File: src/rtl/solver_job_issuer.sv
// ----------------------------------------------------------------------------
// solver_job_issuer
//   Host-side issuer for the Solver command interface. Takes one job at a
//   time (encrypt / decrypt / password-gen) from a valid/ready request port,
//   drives the Solver data buses and work code for SOLVER_LAT cycles,
//   captures the Solver result and returns it on a valid/ready response port.
//   Illegal ops (2'b11) are answered directly with an error response and
//   never touch the Solver.
//
// Ports
//   Clk, Reset            clock, synchronous active-high reset
//   req_valid/req_ready   job request handshake
//   req_op, req_data      job op code and operand
//   rsp_valid/rsp_ready   response handshake
//   rsp_op, rsp_data      op and result of the returned job
//   rsp_err               illegal op response (rsp_data is zero)
//   jobs_done             wrapping count of handed-off responses
//   data_1_80, data_2_96  Solver plaintext / ciphertext inputs
//   work_2                Solver work code, 2'b11 = hold
//   output_1_96           Solver encrypt result
//   output_2_80           Solver decrypt / password result
// ----------------------------------------------------------------------------
module solver_job_issuer #(
   parameter int unsigned SOLVER_LAT = 4,
   parameter int unsigned CNT_W      = 16
) (
   input  logic             Clk,
   input  logic             Reset,
   input  logic             req_valid,
   output logic             req_ready,
   input  logic [1:0]       req_op,
   input  logic [77:0]      req_data,
   output logic             rsp_valid,
   input  logic             rsp_ready,
   output logic [1:0]       rsp_op,
   output logic [77:0]      rsp_data,
   output logic             rsp_err,
   output logic [CNT_W-1:0] jobs_done,
   output logic [59:0]      data_1_80,
   output logic [77:0]      data_2_96,
   output logic [1:0]       work_2,
   input  logic [77:0]      output_1_96,
   input  logic [59:0]      output_2_80
);

   localparam int unsigned LAT_W = (SOLVER_LAT > 1) ? $clog2(SOLVER_LAT) : 1;

   typedef enum logic [1:0] {
      IDLE,
      WAIT,
      RESP
   } state_t;

   state_t           state;
   logic [1:0]       op_q;
   logic [LAT_W-1:0] lat_cnt;

   always_ff @(posedge Clk) begin
      if (Reset) begin
         state     <= IDLE;
         req_ready <= 1'b1;
         rsp_valid <= 1'b0;
         rsp_err   <= 1'b0;
         rsp_op    <= '0;
         rsp_data  <= '0;
         jobs_done <= '0;
         data_1_80 <= '0;
         data_2_96 <= '0;
         work_2    <= 2'b11;
         lat_cnt   <= '0;
         op_q      <= '0;
      end else begin
         unique case (state)
            IDLE: begin
               if (req_valid && req_ready) begin
                  op_q      <= req_op;
                  req_ready <= 1'b0;
                  if (req_op == 2'b11) begin
                     // Illegal op bypasses the Solver entirely.
                     rsp_op    <= req_op;
                     rsp_err   <= 1'b1;
                     rsp_data  <= '0;
                     rsp_valid <= 1'b1;
                     state     <= RESP;
                  end else begin
                     work_2    <= req_op;
                     data_1_80 <= req_data[59:0];
                     data_2_96 <= req_data;
                     lat_cnt   <= LAT_W'(SOLVER_LAT - 1);
                     state     <= WAIT;
                  end
               end
            end
            WAIT: begin
               if (lat_cnt == '0) begin
                  rsp_data  <= (op_q == 2'b00) ? output_1_96 : {18'b0, output_2_80};
                  rsp_op    <= op_q;
                  rsp_err   <= 1'b0;
                  rsp_valid <= 1'b1;
                  // Return to hold so the Solver outputs freeze between jobs.
                  work_2    <= 2'b11;
                  state     <= RESP;
               end else begin
                  lat_cnt <= lat_cnt - LAT_W'(1);
               end
            end
            RESP: begin
               if (rsp_ready) begin
                  jobs_done <= jobs_done + CNT_W'(1);
                  rsp_valid <= 1'b0;
                  req_ready <= 1'b1;
                  state     <= IDLE;
               end
            end
            default: state <= IDLE;
         endcase
      end
   end

endmodule

File: config.mk
export PLATFORM = sky130hd
export DESIGN_NAME = solver_job_issuer
export DESIGN_NICKNAME = d
export VERILOG_FILES = /design/src/rtl/solver_job_issuer.sv
export SDC_FILE = /design/constraint.sdc
export NUM_CORES = 1
export LEC_CHECK = 0
export BUFFER_PORTS_ARGS = -buffer_cell sky130_fd_sc_hd__buf_2
export CAP_MARGIN = 40
export CORE_AREA = 10 10 169 171
export DETAILED_ROUTE_END_ITERATION = 16
export DIE_AREA = 0 0 179 181
export PLACE_DENSITY_LB_ADDON = 0.12
export SLEW_MARGIN = 20
export SYNTH_ARGS = -nofsm -noshare
export SYNTH_HDL_FRONTEND = slang
export SYNTH_SLANG_ARGS = --single-unit
File: constraint.sdc
create_clock -name Clk -period 1.7 [get_ports Clk]
set_input_delay 0.085 -clock Clk [delete_from_list [all_inputs] [get_ports Clk]]
set_output_delay 0.085 -clock Clk [all_outputs]
set_load 0.05 [all_outputs]
==> out/results.ini, run 1 <==
[run_status]
status = complete, no violations

[global_route]
grt_pass1_wl_mm = 48.6
grt_overflow_total = 0
grt_max_degree = 55
antenna_found_initial = 2
track_usage = 0.189
grt_pass1_vias = 8450

[logic_synthesis]
syn_nets = 1080
synth_seq_cells = 185
netlist_instances = 856
avgSynthCellArea_um2 = 9.11
synth_common_cells = dfxtp_1 (185), nand2_1 (167), a21oi_1 (93)
ys.flop_type = dfxtp_1
yosysTopAreaCell = dfxtp_1
synth_edf_count = 0
async_reset_ff_frac = 0
synth.distinct_cells = 54
syn_area_um2 = 7800
yosys_warnings = 0
synthMostInstantiatedCell = dfxtp_1
seq_area_frac_synth = 0.475
synthTopCellsByArea = dfxtp_1 (48%), nand2_1 (8.0%), mux2i_1 (7.7%), a21oi_1 (6.0%), buf_4 (5.9%)
synth_top_area_frac = 0.475

[clock_tree]
cts_sinks = 185
h-tree-depth = 4
clkLatencyLatePin_ns = 0.43
postCtsSetupRepairBufs = 0
clock-root-buffer = clkbuf_16
clock_path_buffers = 2
cts_tree = yes
cts.reportedPaths.clkPinSlew_ns = 0.08
cts-buffers-inserted = 17

[route]
first_pass_iters = 4
drtIter0Drc = 440
drc = 0
avgRoutedWirePerCell_um = 18.1
dr_total_vias = 8183
via_per_inst = 4.61
route.antenna.remaining_nets = 0
wl_mm = 32.1

[timing]
tightest_slew_ns = 0.591
fmax_mhz = 620
rsz0062_at_grt = yes
setup_viol = 0
period_minus_slack_ns = 1.61
drv_slew = 0
skew_ns = 0.0119
fin_ws_ns = 0.0872
report.final.hold_viol_count = 0
post-route-period-util = 0.949
slew_headroom = 0.606

[worst_setup_path]
path_cells = inv_1 > ha_1 > and2_2 > o211a_4 > buf_12 > nor3b_1 > a31o_2
arrival_ns = 1.98
cp_slowest_stage_delay_ns = 0.33
worstPathMaxFanout = 38
crit_path_start_kind = flip-flop
critPathKind = flip-flop to flip-flop
critPathBufInv = 2
cp_top_family = simple AND/OR/NAND/NOR gates
cp_slowest_cell = dfxtp_1
cp.required_ns = 2.07
end_kind = flip-flop

[final_layout]
utilization = 0.507
finalNetCount = 1654
areaGrowthSynthToFinish_pct = 62.8
drive_gt1_frac = 0.404

[floorplanning]
die_area_um2 = 32400
die_h_um = 181
rows = 58
start_util = 0.311
core_um2 = 25000
io-pin-count = 461
die_x_um = 179

[min_path]
hp-class = input pin to flip-flop

[placed_design]
post-dp-hpwl_mm = 23.0
portBuffers = 460
pre_cts_ws_ns = 0.0298
gp_congestion = 0.810

[power]
p_per_area_nw_per_um2 = 943
p_leak_nw = 6.17
peakVddDrop_uv = 452

[run]
maxCapViolCount = 0

## worst paths after layout
check | start | cells after the start | endpoint | slack (ns)
max | lat_cnt[0] | 7 | rsp_data[75] | 0.09
min | output_2_80[59] | 3 | rsp_data[59] | 0.007
max reg2reg | lat_cnt[0] | 7 | rsp_data[75] | 0.09
min reg2reg | data_2_96[63] | 2 | data_2_96[63] | 0.45
## cells by family after synthesis
logic type	count (synthesis)	share of synthesized area
XOR/XNOR	7	0.00786
buffers and inverters	134	0.0992
AO/OA/AOI/OAI	194	0.164
multiplexers	60	0.0770
adder cells (fa/ha/maj)	2	0.00321
flip-flops	185	0.475
AND/OR/NAND/NOR	274	0.173
## what timing repair did
| item | CTS | global route |
|---|---|---|
| endpoints found under the hold margin | 147 | 0 |
| hold buffers | 190 | 0 |
| setup endpoints to repair | 0 | 127 |
| resized for setup | 0 | 10 |
## metrics by stage
step | instances | power, mW | TNS (ns) | hold WS [ns] | cell area, um2
2_1_floorplan | 856 | 6.99 | -0.0345 | 0.221 | 7830
6_report | 1775 | 12.0 | 0 | 0.00714 | 12700
3_3_place_gp | 1551 | 7.82 | 0 | 0.313 | 10200
4_1_cts | 1773 | 12.1 | 0 | 0.000136 | 12600
3_5_place_dp | 1551 | 7.82 | 0 | 0.317 | 10200
5_1_grt | 1774 | 12.5 | -0.00525 | 0.00980 | 12700
## final cells by class
| cell class | count | area [um2] |
|---|---|---|
| clock buffers | 18 | 439 |
| flip-flops and latches | 185 | 3730 |
| well taps | 330 | 413 |
| diodes | 2 | 5.00 |
| inverters | 8 | 30.0 |
| clock inverters | 14 | 130 |
| fillers | 2315 | 12300 |
| multi-input cells | 537 | 3390 |
| repair buffers | 681 | 4550 |
## tightest hold or removal path, delay by kind of cell
kind | cells | cell delay, ns
AOI/OAI and AO/OA | 1 | 0.13
muxes | 1 | 0.08
buffers and inverters | 1 | 0.11
## power by group
part / leakage [nW] / total, mW / internal, mW / switching (mW)
logic: 4.37 / 3.35 / 1.15 / 2.20
clock network: 0.285 / 3.88 / 1.98 / 1.90
registers: 1.51 / 4.73 / 4.57 / 0.167
total: 6.17 / 12.0 / 7.70 / 4.26
## state kept, by name, indices dropped and copies added, names as in the netlist
signal	flops
rsp_op	2
data_1_80	59
work_2	2
state	2
rsp_valid	1
lat_cnt	2
jobs_done	16
rsp_err	1
req_ready	1
rsp_data	78
op_q	2
data_2_96	19
## placed cells by master (no fill, tap or decap), drive strengths merged, types with 2 or more instances in the layout
cell	n
o2bb2ai	34
nand3	8
a221oi	2
dfxtp	185
nor2	19
or2	3
nand4	3
dlygate4sd3	190
clkinv	6
xnor2	3
or3	6
clkbuf	18
a21oi	94
or4	4
nand3b	27
inv	16
a31o	18
nor3	8
a21o	3
mux2i	60
nor2b	2
xor2	4
diode	2
and2	2
ha	2
o31ai	29
o21ai	8
nand2	167
buf	491
nor3b	18
## routing by layer
metal / vias up / wire (um) / track usage
met2: 340 / 15700 / 0.323
met4: 0 / 920 / 0.0681
met1: 3738 / 12300 / 0.208
met3: 42 / 3150 / 0.0701
li1: 4063 / - / -
met5: - / 0 / 0
Power figures use the tool's default switching activity.
==> run 2: changes to the inputs <==
--- a/config.mk
+++ b/config.mk
@@ -7,9 +7,9 @@
 export LEC_CHECK = 0
 export BUFFER_PORTS_ARGS = -buffer_cell sky130_fd_sc_hd__buf_2
 export CAP_MARGIN = 40
-export CORE_AREA = 10 10 169 171
+export CORE_AREA = 10 10 170 172
 export DETAILED_ROUTE_END_ITERATION = 16
-export DIE_AREA = 0 0 179 181
+export DIE_AREA = 0 0 180 182
 export PLACE_DENSITY_LB_ADDON = 0.12
 export SLEW_MARGIN = 20
 export SYNTH_ARGS = -nofsm -noshare
==> constraint.sdc (replaced) <==
create_clock -name Clk -period 1.8 [get_ports Clk]
set_input_delay 0.09 -clock Clk [delete_from_list [all_inputs] [get_ports Clk]]
set_output_delay 0.09 -clock Clk [all_outputs]
set_load 0.05 [all_outputs]
==> run 2 against run 1 <==
Effect of this change: utilization decreased by 0.67 points; die area grew 1.1%; clock skew increased by 0.0030 ns; via count is 0.68% higher; sequential share of layout area shrank 0.40 points; first-iteration DRC count fell by 16%.
==> out/results.ini, run 2 (synthesis results as in run 1) <==
[placed_design]
dp_cells = 1554  ; +0.19%
post-dp-hpwl_mm = 22.7  ; -1.2%
pre_cts_ws_ns = 0.0783  ; +0.0485 ns
place_area_um2 = 10200  ; about the same
portBuffers = 460  ; unchanged
gp_congestion = 0.778  ; -3.9%

[global_route]
antenna_found_initial = 0  ; -2
grt_overflow_total = 0  ; unchanged
grt_pass1_vias = 8592  ; +1.7%
grt_pass1_wl_mm = 48.8  ; +0.34%
track_usage = 0.182  ; -0.00634
grt_max_degree = 64  ; +16%

[timing]
tightest_slew_ns = 0.341  ; -0.250 ns
report.final.hold_viol_count = 0  ; unchanged
period_minus_slack_ns = 1.76  ; +0.152 ns
fin_tns_setup_ns = 0  ; unchanged
fmax_mhz = 567  ; -8.6%
fin_ws_ns = 0.0356  ; -0.0515 ns
slew_headroom = 0.766  ; +0.160
setup_viol = 0  ; unchanged
drv_slew = 0  ; unchanged
post-route-period-util = 0.980  ; +0.0315
skew_ns = 0.0149  ; +0.00296 ns
timing.hold.ws_ns = 0.00890  ; +0.00176 ns

[worst_setup_path]
critPathBufInv = 3  ; +1
cp_top_family = buffers and inverters
path_cells = nor2_4 > buf_12 > buf_12 > mux2i_1 > dlygate4sd3_1 > o2bb2ai_1
r2r_setup_slack_ns = 0.04  ; -0.05 ns
arrival_ns = 2.09  ; +0.11 ns
path_common_cell = buf_12
crit_end = rsp_data[32]
cp_slowest_stage_delay_ns = 0.60  ; +0.27 ns
end_kind = flip-flop
reg2reg_to = rsp_data[32]
rr_worst_depth = 6  ; -1
cp.depth = 6  ; -1
startpoint = op_q[0]
crit-reg2reg-launch = op_q[0]
crit_path_start_kind = flip-flop
cp_slowest_cell = dlygate4sd3_1
cp.required_ns = 2.13  ; +0.06 ns
worstPathMaxFanout = 11  ; -71%
critPathKind = flip-flop to flip-flop

[route]
dr_total_vias = 8239  ; +0.68%
wl_mm = 32.1  ; +0.16%
drc = 0  ; unchanged
first_pass_iters = 4  ; unchanged
via_per_inst = 4.62  ; +0.12%
drtIter0Drc = 370  ; -16%
avgRoutedWirePerCell_um = 18.0  ; -0.40%
route.antenna.remaining_nets = 0  ; unchanged

[final_layout]
largest_reg_flops = 78  ; unchanged
utilization = 0.500  ; -0.00668
stdcell_area_um2 = 12800  ; +0.97%
largest_register = rsp_data
final_cells = 1785  ; +0.56%
finalNetCount = 1661  ; +0.42%
drive_gt1_frac = 0.399  ; -0.00540
final_common_cell = buf_2
areaGrowthSynthToFinish_pct = 64.4
top_regs = rsp_data: 78 flops, data_1_80: 59 flops, data_2_96: 19 flops
layout_common_cells = buf_2 (459), dlygate4sd3_1 (194), dfxtp_1 (172), nand2_1 (167), a21oi_1 (93)
n_antenna_cell = 0  ; -2

[run]
maxCapViolCount = 0  ; unchanged

[min_path]
hp-class = input pin to flip-flop

[clock_tree]
cts.reportedPaths.clkPinSlew_ns = 0.08  ; about the same
cts_sinks = 185  ; unchanged
clock_path_buffers = 2  ; unchanged
cts-buffers-inserted = 17  ; unchanged
h-tree-depth = 4  ; unchanged
clkLatencyLatePin_ns = 0.43  ; about the same
clock-root-buffer = clkbuf_16
cts_tree = yes

[floorplanning]
die_h_um = 182  ; +0.55%
core_um2 = 25600  ; +2.3%
die_area_um2 = 32800  ; +1.1%
start_util = 0.304  ; -0.00704
io-pin-count = 461  ; unchanged
die_x_um = 180  ; +0.56%
rows = 59  ; +1.7%

[power]
peakVddDrop_uv = 467  ; +3.2%
p_int_mw = 7.47  ; -3.0%
pwr-share-seq = 0.388  ; -0.008
sw_frac_of_total = 0.352  ; -0.00458
power.net_switching_mw = 4.06  ; -4.9%
combPwrFrac = 0.293  ; +0.013
p_leak_nw = 6.23  ; +0.92%
power.total_mw = 11.5  ; -3.7%
clkPwrFrac = 0.320  ; -0.005
p_per_area_nw_per_um2 = 900  ; -4.6%

[run_status]
status = complete, no violations

run 2: changes by cell type in the layout (fill, tap and decap cells not counted), sizes merged:
| cell | previous run | this run |
|---|---|---|
| dlygate4sd3 | 190 | 194 |
| clkbuf | 18 | 21 |
| clkinv | 6 | 5 |
| buf | 491 | 492 |
| diode | 2 | 0 |
| clkinvlp | 0 | 1 |
| inv | 16 | 15 |
run 2: power by group through the flow:
| stage | clock, mW | combinational, mW | sequential (mW) |
|---|---|---|---|
| floorplan | 0 | 1.34 | 5.27 |
| global placement | 0 | 2.87 | 4.55 |
| detailed placement | 0 | 2.86 | 4.56 |
| CTS | 3.85 | 3.29 | 4.47 |
| global route | 3.95 | 3.58 | 4.50 |
| finish | 3.69 | 3.37 | 4.47 |
run 2: metal layers:
| metal | wire, um | up-vias | track usage | share of wire |
|---|---|---|---|---|
| li1 | - | 4080 | - | - |
| met3 | 2600 | 34 | 0.0684 | 0.081 |
| met4 | 575 | 0 | 0.0519 | 0.018 |
| met2 | 16300 | 325 | 0.325 | 0.51 |
| met5 | 0 | - | 0 | 0 |
| met1 | 12600 | 3800 | 0.198 | 0.39 |
run 2: area by class of cell:
class	count	area, um2
Tap cell	335	419
Inverter	8	30.0
Timing Repair Buffer	688	4710
Fill cell	2458	12800
Sequential cell	185	3720
Clock inverter	13	126
Multi-Input combinational cell	537	3360
Clock buffer	19	453
run 2: timing repair:
action,CTS,global route
endpoints found under the hold margin,147,0
buffers inserted,0,2
hold buffers,194,0
setup endpoints to repair,0,35
resized for setup,0,7
run 2: how the worst min path moves through the flow:
stage / startpoint / to / slack [ns] / depth (start not counted)
final: output_1_96[16] / rsp_data[16] / 0.009 / 3
after global routing: output_1_96[16] / rsp_data[16] / 0.007 / 3
after CTS: output_2_80[49] / rsp_data[49] / 0.0003 / 3
after detailed placement: output_1_96[70] / rsp_data[70] / 0.32 / 2
after global placement: output_1_96[64] / rsp_data[64] / 0.32 / 2
after floorplan: req_data[33] / data_1_80[33] / 0.23 / 2
run 2: tightest hold or removal path: stages:
cell and delay (ns):
buf_2 0.08, mux2i_1 0.09, o2bb2ai_1 0.14
